==> src/rtl/t03_game_pkg.sv <==
// Shared types and constants for the team 03 pushbutton fighting game.
package t03_game_pkg;

  typedef enum logic [2:0] {
    IDLE,
    PLAY,
    P1_WIN,
    P2_WIN,
    DRAW
  } game_state_t;

  localparam int unsigned PB_P1_LEFT  = 0;
  localparam int unsigned PB_P1_RIGHT = 1;
  localparam int unsigned PB_P1_ATK   = 2;
  localparam int unsigned PB_P2_LEFT  = 4;
  localparam int unsigned PB_P2_RIGHT = 5;
  localparam int unsigned PB_P2_ATK   = 6;
  localparam int unsigned PB_START    = 7;

  // Segment patterns for digits 0..9, bit0=a .. bit6=g, dp off.
  localparam logic [7:0] SEG_LUT [10] = '{
    8'h3F, 8'h06, 8'h5B, 8'h4F, 8'h66,
    8'h6D, 8'h7D, 8'h07, 8'h7F, 8'h6F
  };

endpackage

==> src/rtl/t03_ssdec.sv <==
// Combinational 4-bit digit to seven-segment decoder; non-decimal codes blank.
module t03_ssdec
  import t03_game_pkg::*;
(
  input  logic [3:0] digit,
  output logic [7:0] seg
);

  always_comb begin
    seg = '0;
    if (digit <= 4'd9) seg = SEG_LUT[digit];
  end

endmodule

==> src/rtl/t03_top.sv <==
// Team 03 two-player fighting game top: pb sync/edge detect, game FSM,
// positions, health and cooldowns, with registered board outputs.
module t03_top
  import t03_game_pkg::*;
#(
  parameter int unsigned HEALTH_INIT = 9,
  parameter int unsigned COOLDOWN    = 50,
  parameter int unsigned P1_START    = 3,
  parameter int unsigned P2_START    = 12
) (
  input  logic        hz100,
  input  logic        reset,
  input  logic [20:0] pb,
  input  logic [7:0]  rxdata,
  input  logic        txready,
  input  logic        rxready,
  output logic [7:0]  left,
  output logic [7:0]  right,
  output logic [7:0]  ss7,
  output logic [7:0]  ss6,
  output logic [7:0]  ss5,
  output logic [7:0]  ss4,
  output logic [7:0]  ss3,
  output logic [7:0]  ss2,
  output logic [7:0]  ss1,
  output logic [7:0]  ss0,
  output logic        red,
  output logic        green,
  output logic        blue,
  output logic [7:0]  txdata,
  output logic        txclk,
  output logic        rxclk
);

  localparam logic [15:0] STRIP_INIT = (16'd1 << P1_START) | (16'd1 << P2_START);
  localparam logic [7:0]  SEG_INIT   = SEG_LUT[4'(HEALTH_INIT)];

  game_state_t state;
  logic [7:0]  s1, s2, prev, rise;
  logic [3:0]  x1, x2, h1, h2, x1_n, x2_n;
  logic [15:0] cd1, cd2, strip;
  logic [7:0]  seg_h1, seg_h2;
  logic        adj;
  logic        unused_inputs;

  assign rise  = s2 & ~prev;
  assign adj   = (x2 - x1) == 4'd1;
  assign strip = (16'd1 << x1) | (16'd1 << x2);

  // P2's left move is checked against P1's new position, so simultaneous
  // P1-right / P2-left at gap 2 lets P1 move and blocks P2.
  always_comb begin
    x1_n = x1;
    if (rise[PB_P1_LEFT] && x1 != 4'd0)
      x1_n = x1 - 4'd1;
    else if (rise[PB_P1_RIGHT] && (x1 + 4'd1) < x2)
      x1_n = x1 + 4'd1;
    x2_n = x2;
    if (rise[PB_P2_RIGHT] && x2 != 4'd15)
      x2_n = x2 + 4'd1;
    else if (rise[PB_P2_LEFT] && (x2 - 4'd1) > x1_n)
      x2_n = x2 - 4'd1;
  end

  t03_ssdec u_ss_h1 (.digit(h1), .seg(seg_h1));
  t03_ssdec u_ss_h2 (.digit(h2), .seg(seg_h2));

  always_ff @(posedge hz100) begin
    if (reset) begin
      s1    <= '0;
      s2    <= '0;
      prev  <= '0;
      state <= IDLE;
      x1    <= 4'(P1_START);
      x2    <= 4'(P2_START);
      h1    <= 4'(HEALTH_INIT);
      h2    <= 4'(HEALTH_INIT);
      cd1   <= '0;
      cd2   <= '0;
      {left, right} <= STRIP_INIT;
      ss7   <= SEG_INIT;
      ss0   <= SEG_INIT;
      red   <= 1'b0;
      green <= 1'b0;
      blue  <= 1'b0;
    end else begin
      s1   <= pb[7:0];
      s2   <= s1;
      prev <= s2;
      if (cd1 != '0) cd1 <= cd1 - 16'd1;
      if (cd2 != '0) cd2 <= cd2 - 16'd1;

      {left, right} <= strip;
      ss7   <= seg_h1;
      ss0   <= seg_h2;
      red   <= (state == P1_WIN) || (state == DRAW);
      green <= (state == PLAY);
      blue  <= (state == P2_WIN) || (state == DRAW);

      case (state)
        IDLE: if (rise[PB_START]) state <= PLAY;
        PLAY: begin
          if (h2 == 4'd0 && h1 != 4'd0)      state <= P1_WIN;
          else if (h1 == 4'd0 && h2 != 4'd0) state <= P2_WIN;
          else if (h1 == 4'd0 && h2 == 4'd0) state <= DRAW;
          else begin
            x1 <= x1_n;
            x2 <= x2_n;
            if (rise[PB_P1_ATK] && cd1 == '0) begin
              cd1 <= 16'(COOLDOWN);
              if (adj && h2 != 4'd0) h2 <= h2 - 4'd1;
            end
            if (rise[PB_P2_ATK] && cd2 == '0) begin
              cd2 <= 16'(COOLDOWN);
              if (adj && h1 != 4'd0) h1 <= h1 - 4'd1;
            end
          end
        end
        P1_WIN, P2_WIN, DRAW: begin
          if (rise[PB_START]) begin
            state <= IDLE;
            x1    <= 4'(P1_START);
            x2    <= 4'(P2_START);
            h1    <= 4'(HEALTH_INIT);
            h2    <= 4'(HEALTH_INIT);
            cd1   <= '0;
            cd2   <= '0;
          end
        end
        default: state <= IDLE;
      endcase
    end
  end

  assign ss6    = '0;
  assign ss5    = '0;
  assign ss4    = '0;
  assign ss3    = '0;
  assign ss2    = '0;
  assign ss1    = '0;
  assign txdata = '0;
  assign txclk  = 1'b0;
  assign rxclk  = 1'b0;

  assign unused_inputs = ^{pb[20:8], pb[3], rxdata, txready, rxready, rise[3]};

endmodule

==> config.mk <==
export PLATFORM = sky130hd
export DESIGN_NAME = t03_top
export DESIGN_NICKNAME = d
export VERILOG_FILES = /design/src/rtl/t03_game_pkg.sv /design/src/rtl/t03_ssdec.sv /design/src/rtl/t03_top.sv
export SDC_FILE = /design/constraint.sdc
export NUM_CORES = 1
export LEC_CHECK = 0
export BUFFER_PORTS_ARGS = -buffer_cell sky130_fd_sc_hd__buf_2
export CORE_MARGIN = 1
export CORE_UTILIZATION = 40
export CTS_CLUSTER_DIAMETER = 80
export DETAILED_ROUTE_END_ITERATION = 10
export PLACE_DENSITY = 0.66
export SETUP_SLACK_MARGIN = 0.3
export SLEW_MARGIN = 20
export SYNTH_ARGS = -nofsm -noshare
export SYNTH_HDL_FRONTEND = slang
export SYNTH_SLANG_ARGS = --single-unit
export TNS_END_PERCENT = 20
==> constraint.sdc <==
create_clock -name hz100 -period 3.3 [get_ports hz100]
set_input_delay 0.495 -clock hz100 [delete_from_list [all_inputs] [get_ports hz100]]
set_output_delay 0.495 -clock hz100 [all_outputs]
set_load 0.01 [all_outputs]
After elaboration in Yosys (flattened, before gate mapping)
Memory sizes are Yosys's and may differ from the RTL's. Index checks and enable logic that the tools add are counted.

Register bits after elaboration: 110. Memory bits (read-only): 256. Input bits: 33. Output and inout port bits: 93. Memories: 2.

Memories: (no name shown) (depth 16, bits a word 8, read ports 1, clocked after Yosys merged registers in 0, wr ports 0, RTL line t03_ssdec.sv:11) `if (digit <= 4'd9) seg = SEG_LUT[digit];`; (no name shown) (depth 16, bits a word 8, read ports 1, clocked after Yosys merged registers in 0, wr ports 0, RTL line t03_ssdec.sv:11).

Add/sub/neg operators: 9. $lt $le $gt $ge: 6. Eq/ne operators: 17. Shifts and indexed selects: 2. Muxes and demuxes: 53. Bitwise logic cells: 7. Reductions and logical operators: 32.

Operator list (number): 16-bit 2-to-1 mux (12); 4-bit 2-to-1 mux (23); 16-bit one-hot mux with 2 select lines (2); 16-bit zero test (2); 8-bit 2-to-1 mux (4); 4-bit one-hot mux with 2 select lines (4); 16-bit nonzero test (2); 1-bit by 4-bit << shifter with 16-bit output (first input constant) (2); 16-bit by 1-bit subtractor with 16-bit output (second input constant) (2); 16-bit OR (1); 4-bit by 1-bit subtractor with 4-bit output (second input constant) (4); 3-bit 2-to-1 mux (5); 7-bit 2-to-1 mux (2); 7-bit AND reduction (2); 4-bit nonzero test (3); 1-bit logical AND (11); 5-bit >= comparator (second input constant) (2); 2-bit inequality test (second input constant) (5); 4-bit NOT with 5-bit output (2); 3-bit one-hot mux with 3 select lines (1); 4-bit by 1-bit adder with 4-bit output (second input constant) (2); 8-bit bitwise AND (1); 4-bit <= comparator (second input constant) (2); 4-bit zero test (2); other kinds (21) (28).

Depth between registers and ports, before layout
Gate-level depths: netlist (run 1).

Word-level depth: 13. Depth in mapped cells: 17. Mapped depth without buffers: 16.

By module
A second synthesis (run 1) with hierarchy kept.

Cell total of the unflattened synthesis: 672. Area, all modules: 5904.4 um^2.

By module, submodules not included: t03_top (times used 1, cells an instance 610, area an instance 5416.4 um^2, seq. area each 2142.1 um^2); t03_ssdec (times used 2, cells an instance 31, area an instance 244.0 um^2, seq. area each 0.0 um^2).

Worst setup path before layout (run 1)
No wires, ideal clock.

Path type: reg-to-reg. Start point: register x1[2]. End point: register x2[2]. Library setup time: 0.114 ns. Arrival time: 3.320 ns. Path slack: -0.134 ns. Stages on the path, launching flop included: 18. Path buffers: 1. Clock period less this slack: 3.434 ns. Path through: dfxtp_1 clkbuf_1 inv_1 ha_1 inv_1 ha_1 o21ai_0 a21oi_1 nor4_1 a41oi_1 xnor2_1 ha_1 nand4_1 nand3b_1 a21oi_1 o21ai_1 or3b_1 a21o_1.

Longest elaborated chain between the ends: 9. Elaborated cells between the ends (all ways): 12. Classes of those cells: 2 x add/sub; 2 x order compare; 1 x eq/ne; 2 x mux; 5 x reduce/logical.

RTL lines: from (decl) (RTL line t03_top.sv:40) `logic [3:0] x1, x2, h1, h2, x1_n, x2_n;`; from (signal assigned) (RTL line t03_top.sv:74) `x1 <= 4'(P1_START);`; from (signal assigned) (RTL line t03_top.sv:107) `x1 <= x1_n;`; from (signal assigned) (RTL line t03_top.sv:122) `x1 <= 4'(P1_START);`; 4-bit by 1-bit adder with 4-bit output (RTL line t03_top.sv:56, t03_top.sv:57); 4-bit less-than comparator (RTL line t03_top.sv:56) `else if (rise[PB_P1_RIGHT] && (x1 + 4'd1) < x2)`; 1-bit logical AND (RTL line t03_top.sv:56); 4-bit 2-to-1 mux (RTL line t03_top.sv:56); 4-bit 2-to-1 mux (*) (RTL line t03_top.sv:54) `if (rise[PB_P1_LEFT] && x1 != 4'd0)`; 4-bit greater-than comparator (*) (RTL line t03_top.sv:61) `else if (rise[PB_P2_LEFT] && (x2 - 4'd1) > x1_n)`; 1-bit logical AND (*) (RTL line t03_top.sv:61); 3-bit inequality test (no source line) (*); 6-bit AND reduction (no source line) (*); to (signal assigned) (RTL line t03_top.sv:75) `x2 <= 4'(P2_START);`; to (signal assigned) (RTL line t03_top.sv:108) `x2 <= x2_n;`; to (signal assigned) (RTL line t03_top.sv:123) `x2 <= 4'(P2_START);`; to (decl) (RTL line t03_top.sv:40).

Every way passes the cells marked *; elsewhere a longest branch is shown, timed or not. A chain may end at the register's enable or synchronous reset.

Worst setup path after layout (run 1)
Start point: register x1[0]. End point: register x2[2].

The elaborated chain is that of the path after synthesis.

==> out/results.ini, run 1 <==
[detailed_routing]
wl_per_cell_um = 13.6
wl_mm = 12.1
drt-initial-drc-count = 362
drcViolationCount = 0
dr.pass1.iters = 5
vias = 4430
vias_per_cell = 4.99
antenna_left = 0

[power]
p_per_area_nw_per_um2 = 575
pwr-share-clk_pct = 27.8
comb_power_share_pct = 30.5
p_sw_share_pct = 34.2
intPower_uw = 2460
switchingPower_uw = 1280
p_leak_uw = 0.00276
seqPwrFrac_pct = 41.7
p_total_uw = 3740
peakVddDrop_uv = 313

[placement]
io_buffers = 41
gp_congestion = 0.852
post-place-ws_ns = 0.00566
hpwl_mm = 8.35

[critical_path]
worst_path_max_delay_cell = dfxtp_4
crit_fanout = 5
critPathArrivalTime_ns = 3.54
crit_path_start_kind = register
cp_cell_sequence = clkinvlp_4 > ha_4 > ha_4 > nand2b_1 > a21oi_4 > nor4_4 > a41oi_2 > xnor2_1 > ha_1 > nand4_1 > nand3b_1 > a21oi_2 > o21ai_2 > or3b_1 > a21o_1
path_common_cell = ha_4
worstPathRequired_ns = 3.55
crit_path_end_kind = register
worstSetupPathType = reg -> reg
cp_slowest_stage_delay_ns = 0.39

[logic_synthesis]
synthFlopType = dfxtp_1
ys_seq_elements = 105
postSynthAreaPerCell_um2 = 8.82
seq_area_frac_synth_pct = 37.0
synth_xor_area_share_pct = 5.40
synthMuxAreaShare_pct = 1.10
synth_area_leader_cell = dfxtp_1
ys_types = 64
async_flop_share_pct = 0
syn_area_um2 = 5670
synth-compound-area-share_pct = 13.6
synth-edff-count = 0
yosysMostFrequentCell = dfxtp_1
synthCells = 643
synth_area_leaders = dfxtp_1, ha_1, buf_4
synth_fa_ha_area_share_pct = 9.83
synthTopCellsByCount = dfxtp_1, nor2_1, buf_4
synth_top_family_by_area = simple AND/OR/NAND/NOR gates
ys.warnings.count = 0
synth_top_area_share_pct = 37.0
yosys.area_share.simple_pct = 21.5

[final_layout]
final_nets = 779
finish.utilization_pct = 46.9
diodes = 0
drive_above_1_share_pct = 18.4
area_growth_pct = 14.6

[timing]
finalCritPeriodShare_pct = 99.6
post-route-min-period_ns = 3.29
tightest_slew_ns = 0.725
skew_ns = 0.00623
slew_violations = 0
slew_headroom_pct = 51.3
setup_viol = 0
final_hold_viol_count = 0
setup_ws_ns = 0.0142
rsz0062_at_grt = yes
tns_ns = 0
fmax_ghz = 0.304

[die]
fp.coreArea_um2 = 13900
die_w_um = 121
start_util_pct = 40.9
io_pins = 126
rows = 43
die_area_um2 = 14700
die_y_um = 121

[grt]
gr-usage-met1_pct = 21.7
grtUsageMet2_pct = 26.4
grt_overflow_total = 0
grt.total_usage_pct = 16.7
grt_max_degree = 34
grt_first_pass_wirelength_mm = 19.3
grt_pass1_vias = 4047
busiest_layer = met2
grt_antenna_before_repair = 0
grt_use_met3_pct = 3.05

[clocking]
tritoncts = yes
htree_levels = 3
clk-insertion-delay-late_ns = 0.36
cts-root-buf = clkbuf_16
cts_buffers = 9
clock-sinks = 105
path_clk_slew_ns = 0.07
cts_buffer_depth = 2

[worst_hold_path]
hold_path_class = in -> reg

[outcome]
status = completed

[run]
cap_viol_max_count = 0

sequential cells by signal, summed over array words and instances, names as in the netlist, 3 cells and up:
register and flops:
h2 4, x1 4, s2 7, left 8, cd1 16, state 3, cd2 16, s1 7
h1 4, x2 4, ss7 7, ss0 7, right 8, prev 7
timing repair:
| action | in CTS | in global routing |
|---|---|---|
| endpoints found under the setup margin | 4 | 4 |
| hold buffers | 0 | 0 |
| resized for setup | 0 | 24 |
| buffers inserted | 6 | 7 |
| pin swaps | 13 | 18 |
cells in the final DEF, fill, tap and decap left out, types with 5 or more instances in the layout:
cell / count
ha_4: 6
nor3b_1: 5
nand3_1: 14
xor2_1: 14
nand3b_1: 6
a21oi_1: 23
nor2b_1: 26
nor4_1: 5
a22oi_1: 12
a21o_1: 9
conb_1: 60
clkbuf_16: 9
xnor2_1: 20
nor2_1: 71
buf_4: 28
nand2b_1: 11
a211oi_1: 6
dfxtp_1: 102
ha_1: 37
nand2_1: 29
nor3_1: 22
buf_2: 41
inv_1: 24
o21ai_0: 28
final cells by class:
class	count	area, um^2
Tap cell	180	225
Fill cell	1338	7380
Multi-Input combinational cell	486	3330
Clock inverter	7	61.3
Sequential cell	105	2110
Timing Repair Buffer	71	438
Clock buffer	9	225
Inverter	29	118
layer usage:
| metal | vias up | share of wire, % |
|---|---|---|
| met2 | 142 | 45 |
| met4 | 0 | 2.3 |
| met1 | 2061 | 47 |
| met5 | - | 0 |
| met3 | 20 | 5.7 |
| li1 | 2207 | - |
stage by stage:
| step | hold WS [ns] | instance area (um^2) | std cells |
|---|---|---|---|
| detailed placement | 0.424 | 5990 | 858 |
| global placement | 0.418 | 5990 | 858 |
| floorplan | 0.414 | 5980 | 702 |
| finish | 0.348 | 6500 | 887 |
| global route | 0.346 | 6500 | 887 |
| CTS | 0.334 | 6320 | 880 |
worst max-delay path, delay by kind of cell, from the launching register on:
family                   cells  cell delay [ns]
AO/OA/AOI/OAI                5             0.92
adder cells (fa/ha/maj)      3             0.87
AND/OR/NAND/NOR              5             0.74
flip-flops                   1             0.39
buffers and inverters        1             0.15
XOR/XNOR                     1             0.11
cells by family after synthesis:
group / count (synthesis)
flip-flops: 105
buffers and inverters: 111
other: 1
adder cells (fa/ha/maj): 44
XOR/XNOR: 35
AO/OA/AOI/OAI: 115
AND/OR/NAND/NOR: 226
multiplexers: 6
final timing paths:
path | from | to | slack (ns) | cells after the start
max reg2reg | x1[0]$_SDFFE_PP1P_ | x2[2]$_SDFFE_PP1P_ | 0.01 | 15
max | x1[0]$_SDFFE_PP1P_ | x2[2]$_SDFFE_PP1P_ | 0.01 | 15
min reg2reg | s1[1]$_SDFF_PP0_ | s2[1]$_SDFF_PP0_ | 0.44 | 1
min | pb[0] | s1[0]$_SDFF_PP0_ | 0.35 | 2
power groups by stage:
stage	Combinational, uW	Clock, uW	Sequential, uW
floorplan	996	0	1560
global route	1280	1120	1590
detailed placement	1120	0	1590
CTS	1130	1070	1560
finish	1140	1040	1560
global placement	1080	0	1580
No activity file was read; power rests on OpenSTA's default activity.
==> run 2: changes to the inputs <==
GPL_ROUTABILITY_DRIVEN = 0   (was default)
PLACE_DENSITY = 0.64   (was 0.66)
clock period = 3.47 ns   (was 3.3 ns; I/O delays follow)
==> run 2 against run 1 <==
Effect of this change: the flow now finishes with violations (design-rule violations); non-clock buffer count shrank 7; fmax grew 0.83%; sequential share of layout area grew 0.16 points; global-route usage grew 0.38 points; die area is the same; count of clock-buffer cells in the layout is the same; combinational power shrank 5%; clock skew grew 0.0025 ns; critical path depth grew 1; critical path type unchanged; critical endpoint unchanged; highest routed layer unchanged.
==> out/results.ini, run 2 (same netlist as run 1, synthesis figures left out) <==
[detailed_routing]
drcViolationCount = 2
dr.pass1.iters = 7
vias_per_cell = 5.05
antenna_left = 0
wl_per_cell_um = 13.7
drt-initial-drc-count = 228
vias = 4445
wl_mm = 12.1

[critical_path]
crit_path_end_kind = register
crit_fanout = 5
crit_family = simple AND/OR/NAND/NOR gates
cp_num_buf_inv = 1
worstSetupPathType = reg -> reg
critPathArrivalTime_ns = 3.51
cp_slowest_stage_delay_ns = 0.39
cp_cell_sequence = buf_4 > nand3_4 > xnor2_1 > ha_1 > nor2_2 > nand2_2 > nor4_4 > a41oi_2 > xnor2_1 > ha_1 > nand4_1 > nand3b_1 > a21oi_2 > o21ai_2 > or3b_1 > a21o_1
worstPathRequired_ns = 3.72
worst_path_max_delay_cell = nor4_4
crit_path_start_kind = register

[final_layout]
drive_above_1_share_pct = 18.1
reg_top3 = cd1 (16), cd2 (16)
final_cell_mix = dfxtp_1, nor2_1, conb_1, buf_2, ha_1
design_area_um2 = 6470
diodes = 0
final_nets = 772
finish.utilization_pct = 46.6
final_common_cell = dfxtp_1
area_growth_pct = 14.0

[placement]
hpwl_mm = 8.46
io_buffers = 41
dpl-instance-area_um2 = 5900

[grt]
grt_first_pass_wirelength_mm = 19.8
grt_pass1_vias = 4171
grt.total_usage_pct = 17.1
grt_overflow_total = 0
grt_antenna_before_repair = 0
grt_max_degree = 44

[power]
p_per_area_nw_per_um2 = 555
switchingPower_uw = 1190
peakVddDrop_uv = 246
intPower_uw = 2390
comb_power_share_pct = 30.2
seqPwrFrac_pct = 41.5
p_leak_uw = 0.00271
p_sw_share_pct = 33.3
pwr-share-clk_pct = 28.3

[clocking]
cts_buffers = 9
clock-sinks = 105
cts_buffer_depth = 2
tritoncts = yes
ctsHoldBuffers = 0
path_clk_slew_ns = 0.07
htree_levels = 3
clk-insertion-delay-late_ns = 0.36
cts-root-buf = clkbuf_16

[die]
die_area_um2 = 14700
io_pins = 126
fp.coreArea_um2 = 13900
die_y_um = 121
start_util_pct = 40.9
die_w_um = 121
rows = 43

[timing]
setup_viol = 0
final_hold_viol_count = 0
post-route-min-period_ns = 3.26
rsz0062_at_grt = yes
tightest_slew_ns = 0.753
skew_ns = 0.00874
finalCritPeriodShare_pct = 93.9
slew_headroom_pct = 49.4
fmax_ghz = 0.307
slew_violations = 0

[outcome]
violations = design-rule violations
status = finished, violations left

[run]
cap_viol_max_count = 0

[worst_hold_path]
hold_path_class = in -> reg

## run 2: stage by stage
step	setup slack [ns]	hold slack, ns	std cells	power, uW	setup TNS [ns]
floorplan	0.301	0.414	702	2430	0
global placement	0.156	0.418	855	2530	0
detailed placement	0.0904	0.426	855	2580	0
CTS	0.245	0.369	876	3610	0
global route	-0.00666	0.380	880	3820	-0.00666
finish	0.211	0.376	880	3590	0
## run 2: final timing paths
check,cells after the start,to,start,slack (ns)
worst max register to register,16,x2[2]$_SDFFE_PP1P_,x1[0]$_SDFFE_PP1P_,0.21
worst min-delay path,2,s1[2]$_SDFF_PP0_,pb[2],0.38
worst min register to register,1,s2[0]$_SDFF_PP0_,s1[0]$_SDFF_PP0_,0.43
worst max-delay path,16,x2[2]$_SDFFE_PP1P_,x1[0]$_SDFFE_PP1P_,0.21
## run 2: per-layer routing
| metal | vias up | part of all wire (%) | global-route usage (%) |
|---|---|---|---|
| met5 | - | 0 | 0 |
| met4 | 0 | 1.6 | 8.26 |
| met3 | 16 | 4.1 | 2.58 |
| met2 | 116 | 46 | 27.0 |
| li1 | 2187 | - | - |
| met1 | 2126 | 48 | 22.7 |
## run 2: power groups by stage
stage	clock [uW]	sequential [uW]	combinational (uW)
floorplan	0	1490	944
global placement	0	1500	1020
detailed placement	0	1520	1060
CTS	1040	1490	1080
global route	1100	1510	1210
finish	1020	1490	1080
## run 2: layout make-up
type	instances	area, um^2
fillers	1363	7410
multi-input cells	486	3340
flip-flops and latches	105	2110
repair buffers	64	385
clock buffers	9	225
well taps	180	225
inverters	29	109
clock inverters	7	71.3
## run 2: what timing repair did
| item | 4_1_cts | 5_1_grt |
|---|---|---|
| endpoints found under the setup margin | 17 | 39 |
| buffers inserted | 5 | 4 |
| pin swaps | 13 | 14 |
| gates resized for setup | 11 | 24 |
| endpoints found under the hold margin | 0 | 0 |
==> run 3: changes to the inputs <==
--- a/config.mk
+++ b/config.mk
@@ -9,4 +9,5 @@
 export CORE_MARGIN = 1
 export CORE_UTILIZATION = 40
+export CTS_BUF_LIST = sky130_fd_sc_hd__clkbuf_16
 export CTS_CLUSTER_DIAMETER = 80
 export DETAILED_ROUTE_END_ITERATION = 10
==> constraint.sdc (replaced) <==
create_clock -name hz100 -period 3.47 [get_ports hz100]
set_input_delay 0.1735 -clock hz100 [delete_from_list [all_inputs] [get_ports hz100]]
set_output_delay 0.1735 -clock hz100 [all_outputs]
set_load 0.01 [all_outputs]
==> run 3 against run 2 <==
Effect of this change: final area fell by 0.79%; largest cell class unchanged; wire length is 2.8% lower; first-iteration DRC count is 30% higher; clock skew rose by 0.0027 ns; sequential power about the same; the run now ends clean; via count decreased by 1.6%; sequential share of layout area up 0.26 points; fmax decreased by 2.9%; die area unchanged; worst setup slack worse by 0.096 ns; cell count up 0.11%; power down 1.5%.
==> out/results.ini, run 3 (same netlist as run 1, synthesis figures left out) <==
[timing]
skew_ns = 0.0115
tns_ns = 0
slew_headroom_pct = 37.5
post-route-min-period_ns = 3.35
final_hold_viol_count = 0
fmax_ghz = 0.298
setup_viol = 0
slew_violations = 0
setup_ws_ns = 0.115
tightest_slew_ns = 0.935
rsz0062_at_grt = yes
finalCritPeriodShare_pct = 96.7

[die]
fp.coreArea_um2 = 13900
io_pins = 126
die_w_um = 121
rows = 43
die_area_um2 = 14700
start_util_pct = 40.9
die_y_um = 121

[placement]
io_buffers = 41
hpwl_mm = 8.28
post-place-ws_ns = 0.00433

[clocking]
tritoncts = yes
ctsHoldBuffers = 0
clk-insertion-delay-late_ns = 0.36
clock-sinks = 105
cts_buffers = 9
htree_levels = 3
cts_buffer_depth = 2
cts-root-buf = clkbuf_16
path_clk_slew_ns = 0.08

[final_layout]
diodes = 0
final_cell_mix = dfxtp_1, nor2_1, conb_1, buf_2, ha_1
nFillCells = 1345
drive_above_1_share_pct = 17.8
final_common_cell = dfxtp_1
final_nets = 773
area_growth_pct = 13.1
reg_top3 = cd1 (16), cd2 (16)

[critical_path]
crit_path_start_kind = register
r2r_cells = 15
worstSetupStartpoint = x1[0]$_SDFFE_PP1P_
worstSetupPathType = reg -> reg
worstPathRequired_ns = 3.72
cp-endpoint = x2[2]$_SDFFE_PP1P_
crit_path_end_kind = register
worstReg2RegStart = x1[0]$_SDFFE_PP1P_
rr_endpoint = x2[2]$_SDFFE_PP1P_
crit_fanout = 5
r2r_slack_ns = 0.12
critPathArrivalTime_ns = 3.61

[grt]
grt_antenna_before_repair = 0
grt_overflow_total = 0
grt_max_degree = 33
grt_pass1_vias = 4010
grt_first_pass_wirelength_mm = 19.1
grt.total_usage_pct = 16.5

[power]
switchingPower_uw = 1210
p_leak_uw = 0.00270
p_sw_share_pct = 34.2
pwr-share-clk_pct = 27.5
comb_power_share_pct = 30.4
peakVddDrop_uv = 255
p_per_area_nw_per_um2 = 551
seqPwrFrac_pct = 42.1
intPower_uw = 2330

[detailed_routing]
dr.pass1.iters = 7
vias_per_cell = 4.96
wl_mm = 11.7
antenna_left = 0
drcViolationCount = 0
vias = 4373
drt-initial-drc-count = 297
wl_per_cell_um = 13.3

[outcome]
status = completed

[worst_hold_path]
hold_path_class = in -> reg

[run]
cap_viol_max_count = 0

[run 3: changes by cell type in the layout (fill, tap and decap cells not counted), sizes merged]
| cell | before | now |
|---|---|---|
| buf | 64 | 65 |
| bufinv | 1 | 0 |
| clkinvlp | 3 | 4 |
[run 3: critical path, stage by stage (launching register included)]
cell and delay (ns):
dfxtp_4 0.40, clkinvlp_4 0.16, ha_4 0.33, ha_1 0.23, nand2b_1 0.13, a21oi_4 0.10, nor2_4 0.10, a211oi_2 0.08
a211o_1 0.34, ha_4 0.29, nor2b_4 0.12, o211ai_1 0.12, a21oi_2 0.18, o21ai_2 0.07, or3b_1 0.39, a21o_1 0.18
[run 3: per-layer routing]
| layer | GRT usage (%) | vias to the layer above | wire [um] |
|---|---|---|---|
| li1 | - | 2186 | - |
| met5 | 0 | - | 0 |
| met2 | 25.7 | 128 | 5260 |
| met1 | 21.9 | 2040 | 5730 |
| met4 | 7.41 | 0 | 243 |
| met3 | 3.24 | 19 | 516 |
[run 3: final cells by class]
type / instances / area [um^2] / area share, %
Clock buffer: 9 / 225 / 3.51
Clock inverter: 7 / 56.3 / 0.877
Inverter: 29 / 113 / 1.75
Multi-Input combinational cell: 486 / 3300 / 51.5
Sequential cell: 105 / 2110 / 32.9
Tap cell: 180 / 225 / 3.51
Timing Repair Buffer: 65 / 385 / 6.00
[run 3: worst min path at each step]
stage	start	end	cells past startpoint
final	pb[7]	s1[7]$_SDFF_PP0_	2
after global routing	pb[1]	s1[1]$_SDFF_PP0_	2
after CTS	pb[7]	s1[7]$_SDFF_PP0_	2
after detailed placement	pb[0]	s1[0]$_SDFF_PP0_	2
after global placement	pb[0]	s1[0]$_SDFF_PP0_	2
after floorplan	pb[0]	s1[0]$_SDFF_PP0_	1
[run 3: stage by stage]
| step | cell area [um^2] | std cells | hold WS [ns] | total power [uW] | utilization, % |
|---|---|---|---|---|---|
| after global routing | 6420 | 881 | 0.0374 | 3760 | 46.3 |
| after floorplan | 5920 | 702 | 0.302 | 2430 | - |
| final | 6420 | 881 | 0.0246 | 3540 | 46.3 |
| after global placement | 5880 | 852 | 0.385 | 2530 | 42.3 |
| after detailed placement | 5880 | 852 | 0.397 | 2570 | 42.3 |
| after CTS | 6260 | 873 | 0.0220 | 3560 | 45.1 |
[run 3: timing repair]
action | 4_1_cts | 5_1_grt
resized for setup | 11 | 20
pin swaps | 4 | 20
endpoints found under the setup margin | 8 | 38
setup buffers | 5 | 8
[run 3: power by group through the flow]
stage               clock network, uW  logic, uW  registers [uW]
floorplan                           0        944            1490
global placement                    0       1020            1500
detailed placement                  0       1050            1520
CTS                              1000       1070            1490
global route                     1050       1200            1510
finish                            972       1080            1490
